**src/rtl/bam8_dot_acc.sv**
```systemverilog
// Streaming dot-product stage: 8x8 broken-array approximate multiplier (hbreak 5,
// vbreak 9) feeding a LEN-deep accumulator with valid/ready in and out.
module bam8_dot_acc #(
  parameter int LEN = 8
) (
  input  logic                        clk,
  input  logic                        rst_n,
  input  logic                        clr,
  input  logic                        in_valid,
  output logic                        in_ready,
  input  logic [7:0]                  in_a,
  input  logic [7:0]                  in_b,
  output logic                        out_valid,
  input  logic                        out_ready,
  output logic [16+$clog2(LEN)-1:0]   out_sum,
  output logic                        busy
);

  localparam int ACC_W = 16 + $clog2(LEN);
  localparam int CNT_W = $clog2(LEN);
  localparam logic [CNT_W-1:0] LAST = CNT_W'(LEN - 1);

  typedef enum logic {ACC, ACC_PEND} state_t;

  state_t             state, state_nxt;
  logic [15:0]        p_reg;
  logic               p_vld;
  logic [ACC_W-1:0]   acc;
  logic [CNT_W-1:0]   cnt;
  logic               accept;
  logic               grp_done;

  // Only rows 5..7 survive, and within them only columns with weight 2^9 or more.
  function automatic logic [15:0] approx_mul(input logic [7:0] a, input logic [7:0] b);
    logic [15:0] s;
    s = '0;
    for (int j = 5; j < 8; j++) begin
      for (int i = 0; i < 8; i++) begin
        if ((i + j) >= 9 && a[i] && b[j])
          s = s + (16'(1) << (i + j));
      end
    end
    return s;
  endfunction

  assign out_valid = (state == ACC_PEND);
  assign in_ready  = !(out_valid && !out_ready) && !clr;
  assign accept    = in_valid && in_ready;
  assign grp_done  = p_vld && !clr && (cnt == LAST);
  assign busy      = (cnt != '0) || p_vld;

  always_ff @(posedge clk or negedge rst_n) begin
    if (!rst_n)
      state <= ACC;
    else
      state <= state_nxt;
  end

  // A completing group reloads the output register and wins over a same-cycle drain.
  always_comb begin
    state_nxt = state;
    case (state)
      ACC:      if (grp_done) state_nxt = ACC_PEND;
      ACC_PEND: if (grp_done) state_nxt = ACC_PEND;
                else if (out_ready) state_nxt = ACC;
    endcase
  end

  always_ff @(posedge clk or negedge rst_n) begin
    if (!rst_n) begin
      p_reg   <= '0;
      p_vld   <= 1'b0;
      acc     <= '0;
      cnt     <= '0;
      out_sum <= '0;
    end else begin
      p_vld <= accept;
      if (accept)
        p_reg <= approx_mul(in_a, in_b);
      if (clr) begin
        acc <= '0;
        cnt <= '0;
      end else if (p_vld) begin
        if (cnt == LAST) begin
          out_sum <= acc + ACC_W'(p_reg);
          acc     <= '0;
          cnt     <= '0;
        end else begin
          acc <= acc + ACC_W'(p_reg);
          cnt <= cnt + CNT_W'(1);
        end
      end
    end
  end

endmodule

```
**config.mk**
```make
export PLATFORM = sky130hd
export DESIGN_NAME = bam8_dot_acc
export DESIGN_NICKNAME = d
export VERILOG_FILES = /design/src/rtl/bam8_dot_acc.sv
export SDC_FILE = /design/constraint.sdc
export NUM_CORES = 1
export LEC_CHECK = 0
export CORE_UTILIZATION = 34
export CTS_CLUSTER_SIZE = 8
export DETAILED_ROUTE_END_ITERATION = 7
export GPL_TIMING_DRIVEN = 0
export HOLD_SLACK_MARGIN = 0.06
export SKIP_LAST_GASP = 1
export SLEW_MARGIN = 10
export SYNTH_ARGS = -nofsm -noshare
export SYNTH_HDL_FRONTEND = slang
export SYNTH_SLANG_ARGS = --single-unit
export TNS_END_PERCENT = 30
```
**constraint.sdc**
```tcl
create_clock -name clk -period 6.3 [get_ports clk]
set_input_delay 1.26 -clock clk [delete_from_list [all_inputs] [get_ports clk]]
set_output_delay 1.26 -clock clk [all_outputs]
set_load 0.005 [all_outputs]
```
After elaboration in Yosys (flattened, before gate mapping)
Index checks and enable logic that the tools add are counted.
Cells by class
  bitwise operators: 2
  equality and inequality tests: 1
  mux-type cells: 39
  reductions and logical operators: 27
  $add $sub $neg: 16
Operators by type and width (number)
  $mux W16: 28
  $mux W19: 3
  $add A16 B11 Y16 const B: 3
  $add A16 B12 Y16 const B: 3
  $add A16 B13 Y16 const B: 3
  $add A16 B10 Y16 const B: 2
  $add A16 B14 Y16 const B: 2
  $logic_and A1 B1 Y1: 20
  $add A19 B16 Y19: 1
  $add A16 B15 Y16 const B: 1
  $mux W10: 1
  $mux W3: 3
  $add A3 B1 Y3 const B: 1
  $eq A3 B3 Y1 const B: 1
  $logic_not A1 Y1: 3
  $mux W1: 3
  $reduce_and A3 Y1: 1
  $reduce_bool A3 Y1: 1
  $not A1 Y1: 2
  $pmux W1 S2: 1
  $reduce_bool A2 Y1: 1
  $logic_or A1 B1 Y1: 1
Storage, ports and cells
  word-level logic and storage cells: 91
  register bits: 59
  output and inout bits: 22
  input port bits: 21

Longest topological paths before layout
Gate-level depths: netlist of run 1.
  depth after elaboration: 47
  gate-level depth with buffers: 34
  depth with buffers taken out: 34

Worst setup path before layout of run 1
OpenSTA, ideal clock, no wires.
  path kind: input-to-reg
  from: input port in_b[5]
  to: register p_reg[15]
  data required time: 6178 ps
  slack: -583 ps
  stages on the path: 31
  library setup time: 122 ps
  data arrival time: 6761 ps
  cell sequence: buf_2 -> and2_4 -> ha_1 -> and2_1 -> nand2_1 -> xor2_1 -> ha_1 -> and3_1 -> xnor3_1 -> inv_1 -> ha_1 -> xnor2_1 -> a22oi_1 -> a32oi_1 -> xnor3_1 -> ha_1 -> nand3_1 -> xnor2_1 -> xor2_1 -> ha_1 -> mux2_2 -> ha_1 -> nand3_1 -> xor2_1 -> xnor2_1 -> xnor2_1 -> o21ai_0 -> o2bb2ai_1 -> xnor2_1 -> xnor2_1 -> o21ai_1
Between the ends
  word-level cells in the longest chain between the ends: 44
  elaborated cells between the ends (all ways): 47
  those cells by class: add/sub: 14; mux: 29; reduce/logical: 4
RTL lines
  from (decl): line 12  | input logic [7:0] in_b,
  $logic_and A1 B1 Y1: line 39  | if ((i + j) >= 9 && a[i] && b[j])
  $mux W10: line 39
  $mux W16: line 78  | if (accept)
  $add A16 B11 Y16: line 40  | s = s + (16'(1) << (i + j));
  $mux W16: line 39
  $mux W16: line 78
  $add A16 B12 Y16: line 40
  $mux W16: line 39
  [28 not listed]
  $add A16 B13 Y16: line 40
  $mux W16 (*): line 39
  $mux W16 (*): line 78
  $add A16 B14 Y16: line 40
  $mux W16 (*): line 39
  $mux W16 (*): line 78
  $add A16 B15 Y16: line 40
  $mux W16 (*): line 39
  to (signal assigned): line 79  | p_reg <= approx_mul(in_a, in_b);
  to (decl): line 26  | logic [15:0] p_reg;
Mark *: on every way between the ends. The rest lies on a longest branch, timed or not. The select of a mux whose other input is x is not followed.
A chain may end at the register's enable or synchronous reset.

Final worst setup path of run 1
Ends and elaborated chain as after synthesis.

==> impl_metrics.ini, run 1 <==
[run_status]
status = finished, violations left
violations = negative setup slack

[layout]
final_area_um2 = 4430
stdcell_count = 580
fin_nets = 492
diodes = 0
area.growth.synth_to_final_pct = 36.2
drive_above_1_share = 0.324
final_core_util = 0.479

[synth]
netlist_top_cells_area = dfrtp_1 (25%), ha_1 (7.7%), xnor2_1 (5.9%), mux2_2 (5.2%), nand2_1 (4.6%)
synth_top_cell_by_area = dfrtp_1
synth_top_area_frac = 0.246
synth.ff_latch_count = 32
ys_async_sr_fraction = 1.00
synthCells = 376
ys_types = 76
syn_area_um2 = 3250
ys.flop_type = dfrtp_1
synth-edff-count = 0
ys.warnings.count = 0
ys_seq_area_frac = 0.246
syn_avg_cell_area_um2 = 8.65

[drt]
avgRoutedWirePerCell_um = 14.2
drc = 0
num_vias = 2963
viasPerCell = 5.11
ant_nets = 0
totalWireLength_mm = 8.25
drtIter0Drc = 139
first_pass_iters = 4

[pwr]
p_leak_uw = 0.00196
combPwrFrac = 0.407
power.density_nw_per_um2 = 161
total_power_uw = 715
p_clk_frac = 0.270
internal_power_uw = 480
seq_power_share = 0.323
p_switching_uw = 235
vdd_drop_max_v = 0.0000969
p_sw_frac = 0.328

[worst_setup_path]
path_common_cell = ha_4
crit_start = in_b[5]
reg2reg_from = p_reg[10]
worstPathMaxFanout = 5
crit_end = p_reg[15]
reg2regPathDepth = 13
critical_path_required_ps = 6470
end_kind = flop
worstSetupPathType = in -> reg
cp-start-kind = input port
critPathMaxStageDelay_ps = 540
cp_slowest_cell = or4_4
cp.arrival_ps = 6810
ff2ff_setup_slack_ps = 3770
r2r_end = acc[18]

[sta]
setup_viol = 1
worst_pin_slew_ps = 707
fmax_ghz = 0.151
period_share = 1.05
grt_setup_unrepaired = yes
skew_ps = 8.99
min_period_ps = 6640
worst_slack_ps = -337
hold_viol = 0
final_max_slew_viol_count = 0
max-slew-margin-rel = 0.529

[global_routing]
grt_antenna_before_repair = 0
grt-ovfl-total = 0
grt_pass1_wl_mm = 13.3
grtUsageTotal = 0.167
grt_max_degree = 33
grt_pass1_vias = 2825

[worst_hold_path]
hold-path-cell-count = 2
min_path_type = reg -> reg

[die]
start_util = 0.352
dieArea_um2 = 9960
die_h_um = 99.8
floorplan.core_area_um2 = 9240
io_pins = 43
die_w_um = 99.8
num_rows = 35

[placed_design]
hpwlAfterDp_mm = 5.88
placedCellCount = 537
place_congestion = 0.797
placed_cell_area_um2 = 3820
port_buffers = 24

[clocking]
path_clk_slew_ps = 70
ctsHoldBuffers = 0
cts_root_buffer = clkbuf_8
clock_sinks = 32
cts_inserted_buffers = 5
cts_tree = done
clockBufferDepth = 2
h-tree-depth = 2
clock_latency_ps = 280

[run]
max-cap-violations = 0
-- Yosys cell counts (3+ instances only) --
| library cell | count |
|---|---|
| nand2_1 | 40 |
| dfrtp_1 | 32 |
| nor2_1 | 31 |
| xnor2_1 | 22 |
| o21ai_0 | 21 |
| ha_1 | 20 |
| a21oi_1 | 16 |
| inv_1 | 16 |
| nand3_1 | 16 |
| mux2_2 | 15 |
| buf_4 | 13 |
| a22oi_1 | 9 |
| clkbuf_1 | 8 |
| xor2_1 | 8 |
| nand3b_1 | 7 |
| buf_2 | 6 |
| nand2b_1 | 6 |
| and3_1 | 5 |
| mux2i_1 | 5 |
| nand4_1 | 5 |
| and2_1 | 4 |
| nor3_1 | 4 |
| o211ai_1 | 3 |
-- layout make-up --
cell class                      count  area, µm²
Fill cell                         883       4810
Multi-Input combinational cell    308       2590
Sequential cell                    32        801
Timing Repair Buffer               59        508
Buffer                             28        196
Tap cell                          129        161
Clock buffer                        6       72.6
Inverter                           16       62.6
Clock inverter                      2       35.0
-- cells by family after synthesis --
group,share of synthesized area
compound gates,0.179
xor+xnor,0.124
fa+ha+maj,0.0831
buf+inv,0.0681
flops,0.246
mux,0.0777
other cells,0.00115
simple gates,0.221
-- cells in the final DEF (no fill, tap or decap), types with 7 or more instances in the layout --
master           netlist  final
buf_4                 13     45
nand2_1               40     38
dfrtp_1               32     32
nor2_1                31     31
o21ai_0               21     19
clkdlybuf4s50_1        0     18
xnor2_1               22     17
a21oi_1               16     16
inv_1                 16     13
mux2_2                15     13
ha_1                  20     13
nand3_1               16     12
conb_1                 1      9
clkbuf_1               8      8
buf_2                  6      7
nand3b_1               7      7
a22oi_1                9      7
-- through the flow --
stage | TNS, ps | setup slack (ps) | hold slack [ps]
after global placement | -2340 | -1410 | 466
after CTS | -319 | -319 | 490
after detailed placement | -2560 | -1440 | 473
after global routing | -593 | -593 | 518
after floorplan | -155 | -155 | 456
final | -337 | -337 | 482
-- how the worst min path moves through the flow --
stage          slack (ps)           to         from
2_1_floorplan         460    p_reg[11]    p_reg[11]
3_5_place_dp          470  out_sum[18]  out_sum[18]
5_1_grt               520  out_sum[12]  out_sum[12]
4_1_cts               490  out_sum[18]  out_sum[18]
6_report              480  out_sum[16]  out_sum[16]
3_3_place_gp          470  out_sum[16]  out_sum[16]
-- layer usage --
metal / global-route usage / share of wire / vias up
li1: - / - / 1466
met2: 0.317 / 0.52 / 62
met3: 0.0160 / 0.028 / 9
met4: 0.0486 / 0.010 / 0
met5: 0 / 0 / -
met1: 0.197 / 0.44 / 1426
-- power groups by stage --
stage | clock network (µW) | logic [µW] | registers, µW
6_report | 193 | 291 | 231
5_1_grt | 205 | 319 | 233
4_1_cts | 200 | 255 | 231
3_5_place_dp | 0 | 230 | 235
3_3_place_gp | 0 | 225 | 234
2_1_floorplan | 0 | 177 | 232
-- critical path, delay by kind of cell --
family	cells	cell delay, ps
simple gates	7	1320
compound gates	5	700
fa+ha+maj	5	950
mux	1	290
xor+xnor	10	1800
buf+inv	4	460
-- repair_timing --
action | CTS | global route
pin swaps | 24 | 29
endpoints found under the setup margin | 2 | 2
setup buffers | 16 | 19
gates cloned | 0 | 0
gates resized for setup | 50 | 17
No activity file was read; power rests on OpenSTA's default activity.
==> run 2: changes to the inputs <==
--- a/config.mk
+++ b/config.mk
@@ -10,6 +10,7 @@
 export DETAILED_ROUTE_END_ITERATION = 7
 export GPL_TIMING_DRIVEN = 0
 export HOLD_SLACK_MARGIN = 0.06
+export SETUP_SLACK_MARGIN = 0.1
 export SKIP_LAST_GASP = 1
 export SLEW_MARGIN = 10
 export SYNTH_ARGS = -nofsm -noshare
==> results of run 2 <==
Final layout, timing and power as in run 1 (identical DEF).
==> run 3: changes to the inputs <==
--- a/config.mk
+++ b/config.mk
@@ -5,11 +5,14 @@
 export SDC_FILE = /design/constraint.sdc
 export NUM_CORES = 1
 export LEC_CHECK = 0
-export CORE_UTILIZATION = 34
+export CELL_PAD_IN_SITES_DETAIL_PLACEMENT = 0
+export CELL_PAD_IN_SITES_GLOBAL_PLACEMENT = 1
+export CORE_UTILIZATION = 46
 export CTS_CLUSTER_SIZE = 8
 export DETAILED_ROUTE_END_ITERATION = 7
 export GPL_TIMING_DRIVEN = 0
 export HOLD_SLACK_MARGIN = 0.06
+export PLACE_DENSITY_LB_ADDON = 0.1
 export SETUP_SLACK_MARGIN = 0.1
 export SKIP_LAST_GASP = 1
 export SLEW_MARGIN = 10
==> constraint.sdc (replaced) <==
create_clock -name clk -period 6.3 [get_ports clk]
set_input_delay 0.63 -clock clk [delete_from_list [all_inputs] [get_ports clk]]
set_output_delay 0.63 -clock clk [all_outputs]
set_load 0.005 [all_outputs]
==> run 3 against run 2 <==
Against the previous run: the run now ends clean; total power down 1.9%; cell count down 6.2%; first-iteration DRC count down 38%; fmax up 11%; global-route usage up 6.0 points; count of clock-buffer cells in the layout down 1; critical path type unchanged; largest power group unchanged.
==> impl_metrics.ini, run 3 (synthesized netlist as in run 1, its figures left out) <==
[placed_design]
placedCellCount = 504
port_buffers = 24
place_congestion = 0.829
hpwlAfterDp_mm = 5.66

[sta]
setup_viol = 0
period_share = 0.950
skew_ps = 11.4
max-slew-margin-rel = 0.539
grt_setup_unrepaired = no
tns_ps = 0
worst_pin_slew_ps = 692
final_max_slew_viol_count = 0
hold_viol = 0
fmax_ghz = 0.167
min_period_ps = 5980

[drt]
avgRoutedWirePerCell_um = 14.9
ant_nets = 0
drc = 0
totalWireLength_mm = 8.12
first_pass_iters = 5
viasPerCell = 5.40
drtIter0Drc = 86
num_vias = 2940

[clocking]
cts_inserted_buffers = 5
clockBufferDepth = 2
clock_sinks = 32
path_clk_slew_ps = 70
ctsHoldBuffers = 0
cts_root_buffer = clkbuf_8
h-tree-depth = 2
cts_tree = done
clock_latency_ps = 290

[layout]
area.growth.synth_to_final_pct = 32.2
final_cell_mix = buf_4 (41), nand2_1 (38), dfrtp_1 (32)
drive_above_1_share = 0.319
final_common_cell = buf_4
num-fill-cells = 622
multiInputGateArea_um2 = 2550
diodes = 0
stdcell_count = 544
regArea_um2 = 801
fin_nets = 489

[worst_setup_path]
reg2reg_from = p_reg[10]
path_common_cell = xnor2_1
crit_family = XOR/XNOR gates
crit_end = p_reg[15]
path_buf_inv = 4
crit_cells = 31
cp-start-kind = input port
end_kind = flop
cp_slowest_cell = or4_4
reg2regPathDepth = 13
critical_path_required_ps = 6470
ff2ff_setup_slack_ps = 3690
r2r_end = acc[18]
crit_start = in_b[5]
worstSetupPathType = in -> reg
critPathMaxStageDelay_ps = 480
worstPathMaxFanout = 4
cp.arrival_ps = 6150

[die]
die_h_um = 86.1
die_w_um = 86.1
io_pins = 43
num_rows = 30
start_util = 0.479
floorplan.core_area_um2 = 6790
dieArea_um2 = 7410

[run]
max-cap-violations = 0

[global_routing]
use_met3 = 0.0241
grtUsageTotal = 0.226
met1_usage = 0.287
grt-ovfl-total = 0
grt_max_degree = 33
grt_pass1_vias = 2731
grt_antenna_before_repair = 0
grt_util_met2 = 0.403
grt_busiest_layer = met2
grt_pass1_wl_mm = 13.2

[run_status]
status = finished, final reports clean

[pwr]
p_leak_uw = 0.00193
power.density_nw_per_um2 = 163
vdd_drop_max_v = 0.0000728

[worst_hold_path]
min_path_type = in -> async
[run 3: repair_timing]
action                                  in CTS  in global routing
endpoints found under the setup margin       2                  1
buffers inserted                            13                 19
resized for setup                           50                 34
pin swaps                                   17                 31
[run 3: per-layer routing]
layer | part of all wire | wire length (µm) | up-vias
met4 | 0.015 | 120 | 0
met2 | 0.52 | 4200 | 62
li1 | - | - | 1459
met1 | 0.44 | 3540 | 1408
met5 | 0 | 0 | -
met3 | 0.033 | 269 | 11
[run 3: area by class of cell]
type                       count  share of cell area
buffer                        28              0.0425
timing repair buffer          56               0.110
sequential                    32               0.186
multi-input combinational    308               0.593
inverter                      16              0.0140
tap                           96              0.0279
clock buffer                   5              0.0160
clock inverter                 3             0.00990
[run 3: report_power, final]
group,switching [µW],leakage (µW),internal (µW)
combinational,142,0.00144,131
sequential,10.8,0.000434,220
clock,80.2,0.0000541,117
total,233,0.00193,469
[run 3: how the worst min path moves through the flow]
| stage | to | cells past startpoint | slack [ps] |
|---|---|---|---|
| 2_1_floorplan | acc[10] | 0 | 330 |
| 3_3_place_gp | out_sum[16] | 2 | 460 |
| 3_5_place_dp | out_sum[16] | 2 | 470 |
| 4_1_cts | acc[16] | 1 | 400 |
| 5_1_grt | out_sum[16] | 1 | 440 |
| 6_report | out_valid | 1 | 380 |
[run 3: per-stage QoR]
| stage | total power (µW) | util | setup WS, ps | area [µm²] | hold WS, ps |
|---|---|---|---|---|---|
| floorplan | 396 | - | 106 | 3300 | 334 |
| global placement | 447 | 0.538 | -1190 | 3660 | 461 |
| detailed placement | 452 | 0.537 | -1240 | 3650 | 474 |
| CTS | 676 | 0.592 | 103 | 4020 | 405 |
| global route | 742 | 0.633 | 36.9 | 4300 | 435 |
| finish | 702 | 0.633 | 318 | 4300 | 378 |
